==> config.mk <==
export PLATFORM = sky130hd
export DESIGN_NAME = tail_light_sequencer
export DESIGN_NICKNAME = d
export VERILOG_FILES = /design/src/rtl/tail_light_sequencer.sv
export SDC_FILE = /design/constraint.sdc
export NUM_CORES = 1
export LEC_CHECK = 0
export BUFFER_PORTS_ARGS = -buffer_cell sky130_fd_sc_hd__buf_2
export CELL_PAD_IN_SITES_DETAIL_PLACEMENT = 0
export CELL_PAD_IN_SITES_GLOBAL_PLACEMENT = 2
export CORE_UTILIZATION = 34
export DETAILED_ROUTE_END_ITERATION = 10
export PLACE_DENSITY = 0.87
export SKIP_CTS_REPAIR_TIMING = 1
export SLEW_MARGIN = 20
export SYNTH_ARGS = -nofsm -noshare
export SYNTH_HDL_FRONTEND = slang
export SYNTH_SLANG_ARGS = --single-unit
==> constraint.sdc <==
create_clock -name clk -period 3.05 [get_ports clk]
set_input_delay 0.61 -clock clk [delete_from_list [all_inputs] [get_ports clk]]
set_output_delay 0.61 -clock clk [all_outputs]
set_load 0.01 [all_outputs]
==> src/rtl/tail_light_sequencer.sv <==
// Tail-light sequencer: request-driven light FSM with an animation prescaler,
// N-lamp sequential turn sweep per side and a blinking hazard mode.
module tail_light_sequencer #(
    parameter int LEDS_PER_SIDE = 3,
    parameter int TICK_DIV      = 25000000
) (
    input  logic                     clk,
    input  logic                     reset,
    input  logic                     haz_req,
    input  logic                     left_req,
    input  logic                     right_req,
    output logic [LEDS_PER_SIDE-1:0] LEDR_L,
    output logic [LEDS_PER_SIDE-1:0] LEDR_R,
    output logic [2:0]               state_code,
    output logic                     step_tick
);

    localparam int CNT_W  = (TICK_DIV > 1) ? $clog2(TICK_DIV) : 1;
    localparam int STEP_W = $clog2(LEDS_PER_SIDE + 1);

    localparam logic [CNT_W-1:0]  CNT_LAST  = CNT_W'(TICK_DIV - 1);
    localparam logic [STEP_W-1:0] STEP_LAST = STEP_W'(LEDS_PER_SIDE);

    typedef enum logic [2:0] {
        IDLE       = 3'b000,
        HAZARDS    = 3'b001,
        TURN_LEFT  = 3'b010,
        TURN_RIGHT = 3'b100
    } state_t;

    state_t              state;
    state_t              state_nxt;
    state_t              target;
    logic [STEP_W-1:0]   step;
    logic [STEP_W-1:0]   step_nxt;
    logic [CNT_W-1:0]    count;
    logic [CNT_W-1:0]    count_nxt;
    logic                state_legal;

    // Lowest `s` lamps lit, innermost first.
    function automatic logic [LEDS_PER_SIDE-1:0] thermometer(input logic [STEP_W-1:0] s);
        logic [LEDS_PER_SIDE-1:0] t;
        for (int i = 0; i < LEDS_PER_SIDE; i++) begin
            t[i] = (i < int'(s));
        end
        return t;
    endfunction

    always_ff @(posedge clk) begin
        if (reset) begin
            count <= '0;
            state <= IDLE;
            step  <= '0;
        end else begin
            count <= count_nxt;
            state <= state_nxt;
            step  <= step_nxt;
        end
    end

    // Requested mode; both turn requests together mean hazards.
    always_comb begin
        target = IDLE;
        if (haz_req || (left_req && right_req)) begin
            target = HAZARDS;
        end else if (left_req) begin
            target = TURN_LEFT;
        end else if (right_req) begin
            target = TURN_RIGHT;
        end
    end

    always_comb begin
        step_tick   = (count == CNT_LAST);
        count_nxt   = step_tick ? '0 : count + CNT_W'(1);
        state_nxt   = state;
        step_nxt    = step;
        state_legal = (state inside {IDLE, HAZARDS, TURN_LEFT, TURN_RIGHT});

        // Requests only matter on animation steps; a mode change restarts dark.
        if (step_tick) begin
            if (!state_legal) begin
                state_nxt = IDLE;
                step_nxt  = '0;
            end else if (target != state) begin
                state_nxt = target;
                step_nxt  = '0;
            end else begin
                unique case (state)
                    TURN_LEFT, TURN_RIGHT:
                        step_nxt = (step == STEP_LAST) ? '0 : step + STEP_W'(1);
                    HAZARDS:
                        step_nxt = (step == '0) ? STEP_W'(1) : '0;
                    default:
                        step_nxt = '0;
                endcase
            end
        end
    end

    always_comb begin
        LEDR_L     = '0;
        LEDR_R     = '0;
        state_code = state;
        case (state)
            TURN_LEFT:  LEDR_L = thermometer(step);
            TURN_RIGHT: LEDR_R = thermometer(step);
            HAZARDS: begin
                LEDR_L = {LEDS_PER_SIDE{step[0]}};
                LEDR_R = {LEDS_PER_SIDE{step[0]}};
            end
            default: begin
                LEDR_L = '0;
                LEDR_R = '0;
            end
        endcase
    end

endmodule

[After elaboration in Yosys (flattened, before gate mapping)]
Cells that the tools add are included.
W data, S select, Z words.
Word-level totals
  word-level logic and storage cells: 35
  output and inout port bits: 10
  memory bits (writable): 0
  memory bits (read-only): 0
  bits in latches: 0
  bits in registers: 30
  memories: 0
  input port bits: 5
Operators by class
  eq/ne operators: 7
  reductions and logical operators: 8
  bitwise logic cells: 0
  multiply operators: 0
  div/mod/pow operators: 0
  magnitude comparators: 3
  shift-type cells: 0
  muxes and demuxes: 12
  $add $sub $neg: 2
Operator list (count)
  $add A25 B1 Y25 const B: 1
  $eq A25 B25 Y1 const B: 1
  $mux W3: 5
  $pmux W3 S2: 2
  $mux W2: 3
  $lt A1 B2 Y1 const A: 2
  $pmux W2 S2: 1
  $reduce_bool A4 Y1: 1
  $reduce_or A2 Y1: 2
  $eq A3 B1 Y1 const B: 1
  $eq A3 B2 Y1 const B: 1
  $eq A3 B3 Y1 const B: 1
  $logic_not A3 Y1: 1
  $ne A3 B3 Y1: 1
  $add A2 B1 Y2 const B: 1
  $eq A2 B2 Y1 const B: 1
  $logic_not A2 Y1: 1
  $lt A2 B2 Y1 const A: 1
  $ne A2 B1 Y1 const B: 1
  $reduce_and A2 Y1: 1
  $logic_and A1 B1 Y1: 1
  $logic_or A1 B1 Y1: 1
  $mux W1: 1

[Depth between registers and ports, before layout]
Gate-level depths: netlist (run 1).
  depth in word-level cells: 6
  gate-level depth with buffers: 9

[Worst setup path after synthesis (run 1)]
No wires, ideal clock.
  path kind: register to register
  from: register count[18]
  to: register state[0], in the netlist state_code[0]
  arrival time: 2.077 ns
  library setup time: 0.070 ns
  stages on the path, launching flop included: 7
  slack: 0.903 ns
  path buffers: 1
  period minus slack after synthesis: 2.147 ns
  required time: 2.980 ns
  cell sequence: dfxtp_1 nand2_2 or3_4 or4_1 buf_2 or4_1 a21oi_1
On the way
  cells in the longest elaborated chain, start to end: 2
RTL lines
  start, declared: RTL line 36  | logic [CNT_W-1:0] count;
  start signal, assigned: RTL line 55  | count <= count_nxt;
  $eq A25 B25 Y1: RTL line 74  | step_tick = (count == CNT_LAST);
  $reduce_and A2 Y1 (no source line)
  end signal, assigned: RTL line 56  | state <= state_nxt;
  end, declared: RTL line 31  | state_t state;
Every way passes these cells.
A chain may end at the register's enable or synchronous reset.

[Worst setup path after layout (run 1)]
  from: register count[15]
  to: output port step_tick
On the way
  cells in the longest elaborated chain, start to end: 1
RTL lines
  $eq A25 B25 Y1: RTL line 74
  end, declared: RTL line 15  | output logic step_tick
Every way passes these cells.

==> summary.md, run 1 <==
| Metric | Value |
|---|---|
| Reg2Reg Depth | `5` |
| Hold path cells | `1` |
| Post-synthesis sequential area ratio | `37.9%` |
| RSZ-0062 raised after global routing | `false` |
| Global-route wire length before repair | `5460 um` |
| Drc violations | `0` |
| Cell Pwr Density | `437 nW/um2` |
| WL/cell | `11.6 um` |
| Antenna Nets Post-Route | `0` |
| CTS root buf | `clkbuf_8` |
| Post-synth EDFFs | `0` |
| Filler cell count | `467` |
| Clock Skew | `0.00524 ns` |
| Slew HR | `60.5%` |
| Gp weighted congestion | `0.804` |
| Remaining global-route overflow | `0` |
| Maxcap violations | `0` |
| Layout cells sized above 1 | `12.0%` |
| Die height | `70.3 um` |
| CP Launch Type | `register` |
| Gr usage total | `13.7%` |
| Antenna violations before repair | `0` |
| Final Hold Viols | `0` |
| Initial core utilization | `35.9%` |
| Int Power | `0.000632 W` |
| Combinational power share | `3.3%` |
| # nets final | `225` |
| Switching power total | `0.000159 W` |
| Commonest non-fill, non-tap cell in the layout | `nor2_1` |
| Commonest cells after routing, fill and taps aside | `33 x nor2_1, 30 x dfxtp_1, 20 x nand2_1` |
| Area of the multi-input gates | `912 um2` |
| Pre-CTS WS | `0.778 ns` |
| Fmax achieved | `0.420 GHz` |
| Netlist area before placement | `1590 um2` |
| LEAKAGE | `0.636 nW` |
| Clock latency on the worst-skew pair | `0.28 ns` |
| Peak supply drop | `0.242 mV` |
| Tmin final | `2.38 ns` |
| H-tree depth | `2` |
| Endpoint type of the worst setup path | `primary output` |
| Ys Warns | `0` |
| TritonCTS clock tree | `built` |
| Ant. Diodes | `0` |
| Tightest Pin Transition | `0.586 ns` |
| Final slew viol count | `0` |
| Asr flop ratio synth | `0%` |
| Setup CP Type | `register to primary output` |
| Vias in the first global route | `1236` |
| Via density | `5.00` |
| Synth-to-layout area growth | `14.1%` |
| Buffers on Ports | `14` |
| Mapped Cells | `201` |
| Max clock buf depth | `2` |
| Net Sw Frac | `20.0%` |
| Pin count of the biggest net entering global routing | `16` |
| # rows | `24` |
| Iteration-0 DRC Markers | `85` |
| 1st-pass router iterations | `4` |
| Clk slew on worst S/H paths | `0.06 ns` |
| Seq cells post-synth | `30` |
| WP data required | `2.44 ns` |
| Min-Delay Path Class | `register to register` |
| Setup WS post-layout | `0.666 ns` |
| Register area | `601 um2` |
| Clk network pwr share | `46.5%` |
| Core box area | `4410 um2` |
| Post-synth cell types | `32` |
| Status | `finished clean` |
| Syn_nets | `210` |
| CTS sink count | `30` |
| Total negative slack | `0 ns` |
| Mapped Avg Cell Area | `7.89 um2` |
| CP arrival | `1.77 ns` |
| Most frequently used flop master after synthesis | `dfxtp_1` |
| Post-Route WL | `3110 um` |
| Final Cycle Share | `78.2%` |
| Vias | `1345` |
| Max FO, Critical Path | `5` |
| DP HPWL | `2270 um` |
| Die width | `70.3 um` |
| Final setup viols | `0` |
| TritonCTS buffer count | `5` |
| Part of the power in registers | `50.3%` |
| DIE AREA | `4940 um2` |
| I/O Pins | `15` |
cell families after synthesis:
logic type,share of synthesized area [%]
buf+inv,4.65
xor+xnor,13.2
flops,37.9
compound gates,7.49
simple gates,33.6
fa+ha+maj,3.15
layer usage:
metal / share of wire (%) / global-route usage [%] / vias to the layer above / wire [um]
met5: 0 / 0 / - / 0
met4: 1.1 / 4.67 / 0 / 34
met3: 4.9 / 4.47 / 5 / 151
met2: 40 / 20.6 / 24 / 1260
met1: 54 / 18.3 / 597 / 1660
li1: - / - / 719 / -
per-stage QoR:
stage                     total power (W)  utilization, %  hold slack [ns]  instance area [um2]  std cells
after floorplan                  0.000422               -            0.413                 1590        201
after global placement           0.000432            38.5            0.422                 1700        261
after detailed placement         0.000432            38.5            0.431                 1700        261
after CTS                        0.000803            41.0            0.441                 1810        269
after global routing             0.000825            41.0            0.483                 1810        269
final                            0.000791            41.0            0.440                 1810        269
power by group through the flow:
stage / clock (W) / combinational, W / sequential (W)
2_1_floorplan: 0 / 0.0000160 / 0.000406
3_3_place_gp: 0 / 0.0000260 / 0.000406
3_5_place_dp: 0 / 0.0000258 / 0.000407
4_1_cts: 0.000380 / 0.0000260 / 0.000398
5_1_grt: 0.000398 / 0.0000294 / 0.000398
6_report: 0.000368 / 0.0000258 / 0.000398
critical path: stages (launching register included):
cell	delay (ns)
dfxtp_1	0.35
nor4_1	0.37
nand4_1	0.14
nor4_1	0.42
buf_2	0.21
flip-flops by register name (all words and copies together), names as in the netlist:
name and flops:
count 25, state_code 3, step 2
cells in the mapped netlist (3+ instances only):
library cell / n / area share (%)
inv_1: 10 / 2.4
xor2_1: 7 / 3.9
dfxtp_1: 30 / 38
buf_2: 5 / 1.6
ha_1: 4 / 3.2
nand2b_1: 3 / 1.2
nand2_1: 20 / 4.7
a21oi_1: 9 / 2.8
xnor2_1: 17 / 9.4
and2_1: 3 / 1.2
clkbuf_1: 3 / 0.71
nor2_1: 33 / 7.8
nor4_1: 9 / 3.5
nor2b_1: 3 / 1.2
nor3_1: 6 / 1.9
and4_1: 4 / 2.2
nand4_1: 5 / 2.0
nand3_1: 11 / 3.5
final cells by class:
cell class,count,share of cell area (%)
multi-input combinational,153,50.4
timing repair buffer,16,4.70
sequential,30,33.2
inverter,10,2.07
tap,52,3.59
clock buffer,8,6.08
path summary, 6_finish.rpt:
path                        start                    endpoint  slack, ns
min           count[0]$_SDFF_PP0_         count[0]$_SDFF_PP0_       0.44
min reg2reg   count[0]$_SDFF_PP0_         count[0]$_SDFF_PP0_       0.44
max reg2reg  count[18]$_SDFF_PP0_  state_code[0]$_SDFFE_PP0P_       0.78
max          count[15]$_SDFF_PP0_                   step_tick       0.67
No activity file was read; power rests on OpenSTA's default activity.
==> run 2, diff against run 1 <==
==> constraint.sdc (replaced) <==
create_clock -name clk -period 2.5 [get_ports clk]
set_input_delay 0.5 -clock clk [delete_from_list [all_inputs] [get_ports clk]]
set_output_delay 0.5 -clock clk [all_outputs]
set_load 0.01 [all_outputs]
==> run 2 against run 1 <==
  * Cell count rose by 0.37%
  * Core utilization fell by 0.28 points
  * Routed wire length rose by 0.48%
  * Register-to-register slack got worse by 0.53 ns
  * Hold slack improved by 0.0033 ns
  * Critical path depth rose by 1
  * Design area fell by 0.69%
  * Clock skew barely moved
  * Non-clock buffer count rose by 2
  * Worst setup slack got worse by 0.42 ns
  * Combinational power rose by 24%
  * First-iteration DRC count fell by 3.5%
  * Critical endpoint is now state_code[0]$_SDFFE_PP0P_
==> summary.md, run 2 (same netlist as run 1, synthesis figures left out) <==
| Metric | Value |
|---|---|
| Via density | `5.02 (+0.44%)` |
| TritonCTS clock tree | `built` |
| Final slew viol count | `0 (unchanged)` |
| CTS root buf | `clkbuf_8` |
| LEAKAGE | `0.628 nW (-1.3%)` |
| 1st-pass router iterations | `4 (unchanged)` |
| Initial core utilization | `35.9% (unchanged)` |
| Gr usage total | `13.8% (+0.12 points)` |
| TritonCTS buffer count | `5 (unchanged)` |
| Die width | `70.3 um (unchanged)` |
| Vias in the first global route | `1250 (+1.1%)` |
| Pre-CTS WS | `0.258 ns (-0.520 ns)` |
| Int Power | `0.000686 W (+8.5%)` |
| CP max stage cell | `or4_1` |
| Setup WS post-layout | `0.246 ns (-0.421 ns)` |
| Core box area | `4410 um2 (unchanged)` |
| # rows | `24 (unchanged)` |
| RR Startpoint | `count[18]$_SDFF_PP0_` |
| Max FFs per register | `25 (unchanged)` |
| RSZ-0062 raised after global routing | `false` |
| Tightest Pin Transition | `0.451 ns (-0.135 ns)` |
| H-tree depth | `2 (unchanged)` |
| Total negative slack | `0 ns (unchanged)` |
| Cell Pwr Density | `485 nW/um2 (+11%)` |
| CP dominant cell by count | `or4_1` |
| Synth-to-layout area growth | `13.3%` |
| Switching power total | `0.000185 W (+17%)` |
| Final setup viols | `0 (unchanged)` |
| Max clock buf depth | `2 (unchanged)` |
| WP data required | `2.71 ns (+0.27 ns)` |
| CTS sink count | `30 (unchanged)` |
| Clk network pwr share | `40.6% (-5.9 points)` |
| DP HPWL | `2250 um (-1.2%)` |
| Antenna violations before repair | `0 (unchanged)` |
| Antenna Nets Post-Route | `0 (unchanged)` |
| CP arrival | `2.46 ns (+0.69 ns)` |
| Commonest cells after routing, fill and taps aside | `33 x nor2_1, 30 x dfxtp_1, 20 x nand2_1` |
| Gp weighted congestion | `0.768 (-4.5%)` |
| Ant. Diodes | `0 (unchanged)` |
| Post-Route WL | `3120 um (+0.48%)` |
| Peak supply drop | `0.289 mV (+19%)` |
| Hold path start | `count[0]$_SDFF_PP0_` |
| Util after Layout | `40.7% (-0.28 points)` |
| CP Launch Point | `count[18]$_SDFF_PP0_` |
| Maxcap violations | `0 (unchanged)` |
| Clock Skew | `0.00496 ns (-0.000280 ns)` |
| Slew HR | `69.9% (+9.3 points)` |
| Drc violations | `0 (unchanged)` |
| Status | `finished clean` |
| Layout cells sized above 1 | `11.9% (-0.055 points)` |
| Filler cell count | `453 (-3.0%)` |
| Die height | `70.3 um (unchanged)` |
| Clk slew on worst S/H paths | `0.06 ns (about the same)` |
| Iteration-0 DRC Markers | `82 (-3.5%)` |
| Max FO, Critical Path | `7 (+2)` |
| Remaining global-route overflow | `0 (unchanged)` |
| CP Launch Type | `register` |
| Setup CP Type | `register to register` |
| Global-route wire length before repair | `5500 um (+0.64%)` |
| Buffers on Ports | `14 (unchanged)` |
| Clock latency on the worst-skew pair | `0.27 ns (about the same)` |
| Combinational power share | `3.7% (+0.4 points)` |
| Final Cycle Share | `90.2%` |
| Final Hold Slack | `0.443 ns (+0.00326 ns)` |
| WL/cell | `11.6 um (+0.11%)` |
| Largest Register | `count` |
| # nets final | `227 (+0.89%)` |
| Min-Delay Path Class | `register to register` |
| Part of the power in registers | `55.7% (+5.4 points)` |
| Fmax achieved | `0.444 GHz` |
| I/O Pins | `15 (unchanged)` |
| Vias | `1356 (+0.82%)` |
| Critical path, cell by cell | `nand2_2 > or3_4 > or4_1 > or4_1 > a21oi_1` |
| DIE AREA | `4940 um2 (unchanged)` |
| Tmin final | `2.25 ns` |
| Commonest non-fill, non-tap cell in the layout | `nor2_1` |
| CP max stage delay | `0.64 ns (+0.22 ns)` |
| Pin count of the biggest net entering global routing | `16 (unchanged)` |
| Net Sw Frac | `21.3% (+1.2 points)` |
| Endpoint type of the worst setup path | `register` |
| Final Hold Viols | `0 (unchanged)` |
run 2: cell types whose count changed in the layout (fill, tap and decap cells not counted), sizes merged:
cell,delta
clkbuf,-1
buf,+2
run 2: worst paths after layout:
| path | endpoint | slack [ns] | depth (start not counted) |
|---|---|---|---|
| setup / recovery | state_code[0]$_SDFFE_PP0P_ | 0.25 | 5 |
| hold / removal | count[0]$_SDFF_PP0_ | 0.44 | 1 |
| setup reg to reg | state_code[0]$_SDFFE_PP0P_ | 0.25 | 5 |
| hold reg to reg | count[0]$_SDFF_PP0_ | 0.44 | 1 |
run 2: layer usage:
metal | GRT usage, % | routed length [um] | up-vias | share of wire (%)
met3 | 4.33 | 104 | 4 | 3.3
li1 | - | - | 720 | -
met1 | 18.8 | 1660 | 614 | 53
met2 | 20.5 | 1330 | 18 | 42
met5 | 0 | 0 | - | 0
met4 | 4.67 | 27 | 0 | 0.86
run 2: power groups by stage:
stage	Combinational [W]	Clock, W	Sequential [W]
final	0.0000319	0.000354	0.000485
after detailed placement	0.0000318	0	0.000496
after global routing	0.0000362	0.000392	0.000486
after global placement	0.0000325	0	0.000495
after floorplan	0.0000195	0	0.000495
after CTS	0.0000320	0.000369	0.000485
run 2: stage by stage:
stage               cells  instance area, um2  total power, W
CTS                   270                1790        0.000886
finish                270                1800        0.000871
floorplan             201                1590        0.000515
global placement      263                1720        0.000528
global route          270                1800        0.000914
detailed placement    263                1720        0.000528
run 2: layout make-up:
class / count / area (um2) / share of cell area (%)
clock buffer: 7 / 76.3 / 4.24
multi-input combinational: 153 / 918 / 51.1
tap: 52 / 65.1 / 3.62
inverter: 10 / 37.5 / 2.09
sequential: 30 / 601 / 33.4
timing repair buffer: 18 / 100 / 5.57
run 2: worst max-delay path, delay by kind of cell (launching register included):
| kind | cells | cell delay [ns] |
|---|---|---|
| and+or+nand+nor | 4 | 1.67 |
| AOI/OAI and AO/OA | 1 | 0.14 |
| DFF | 1 | 0.39 |
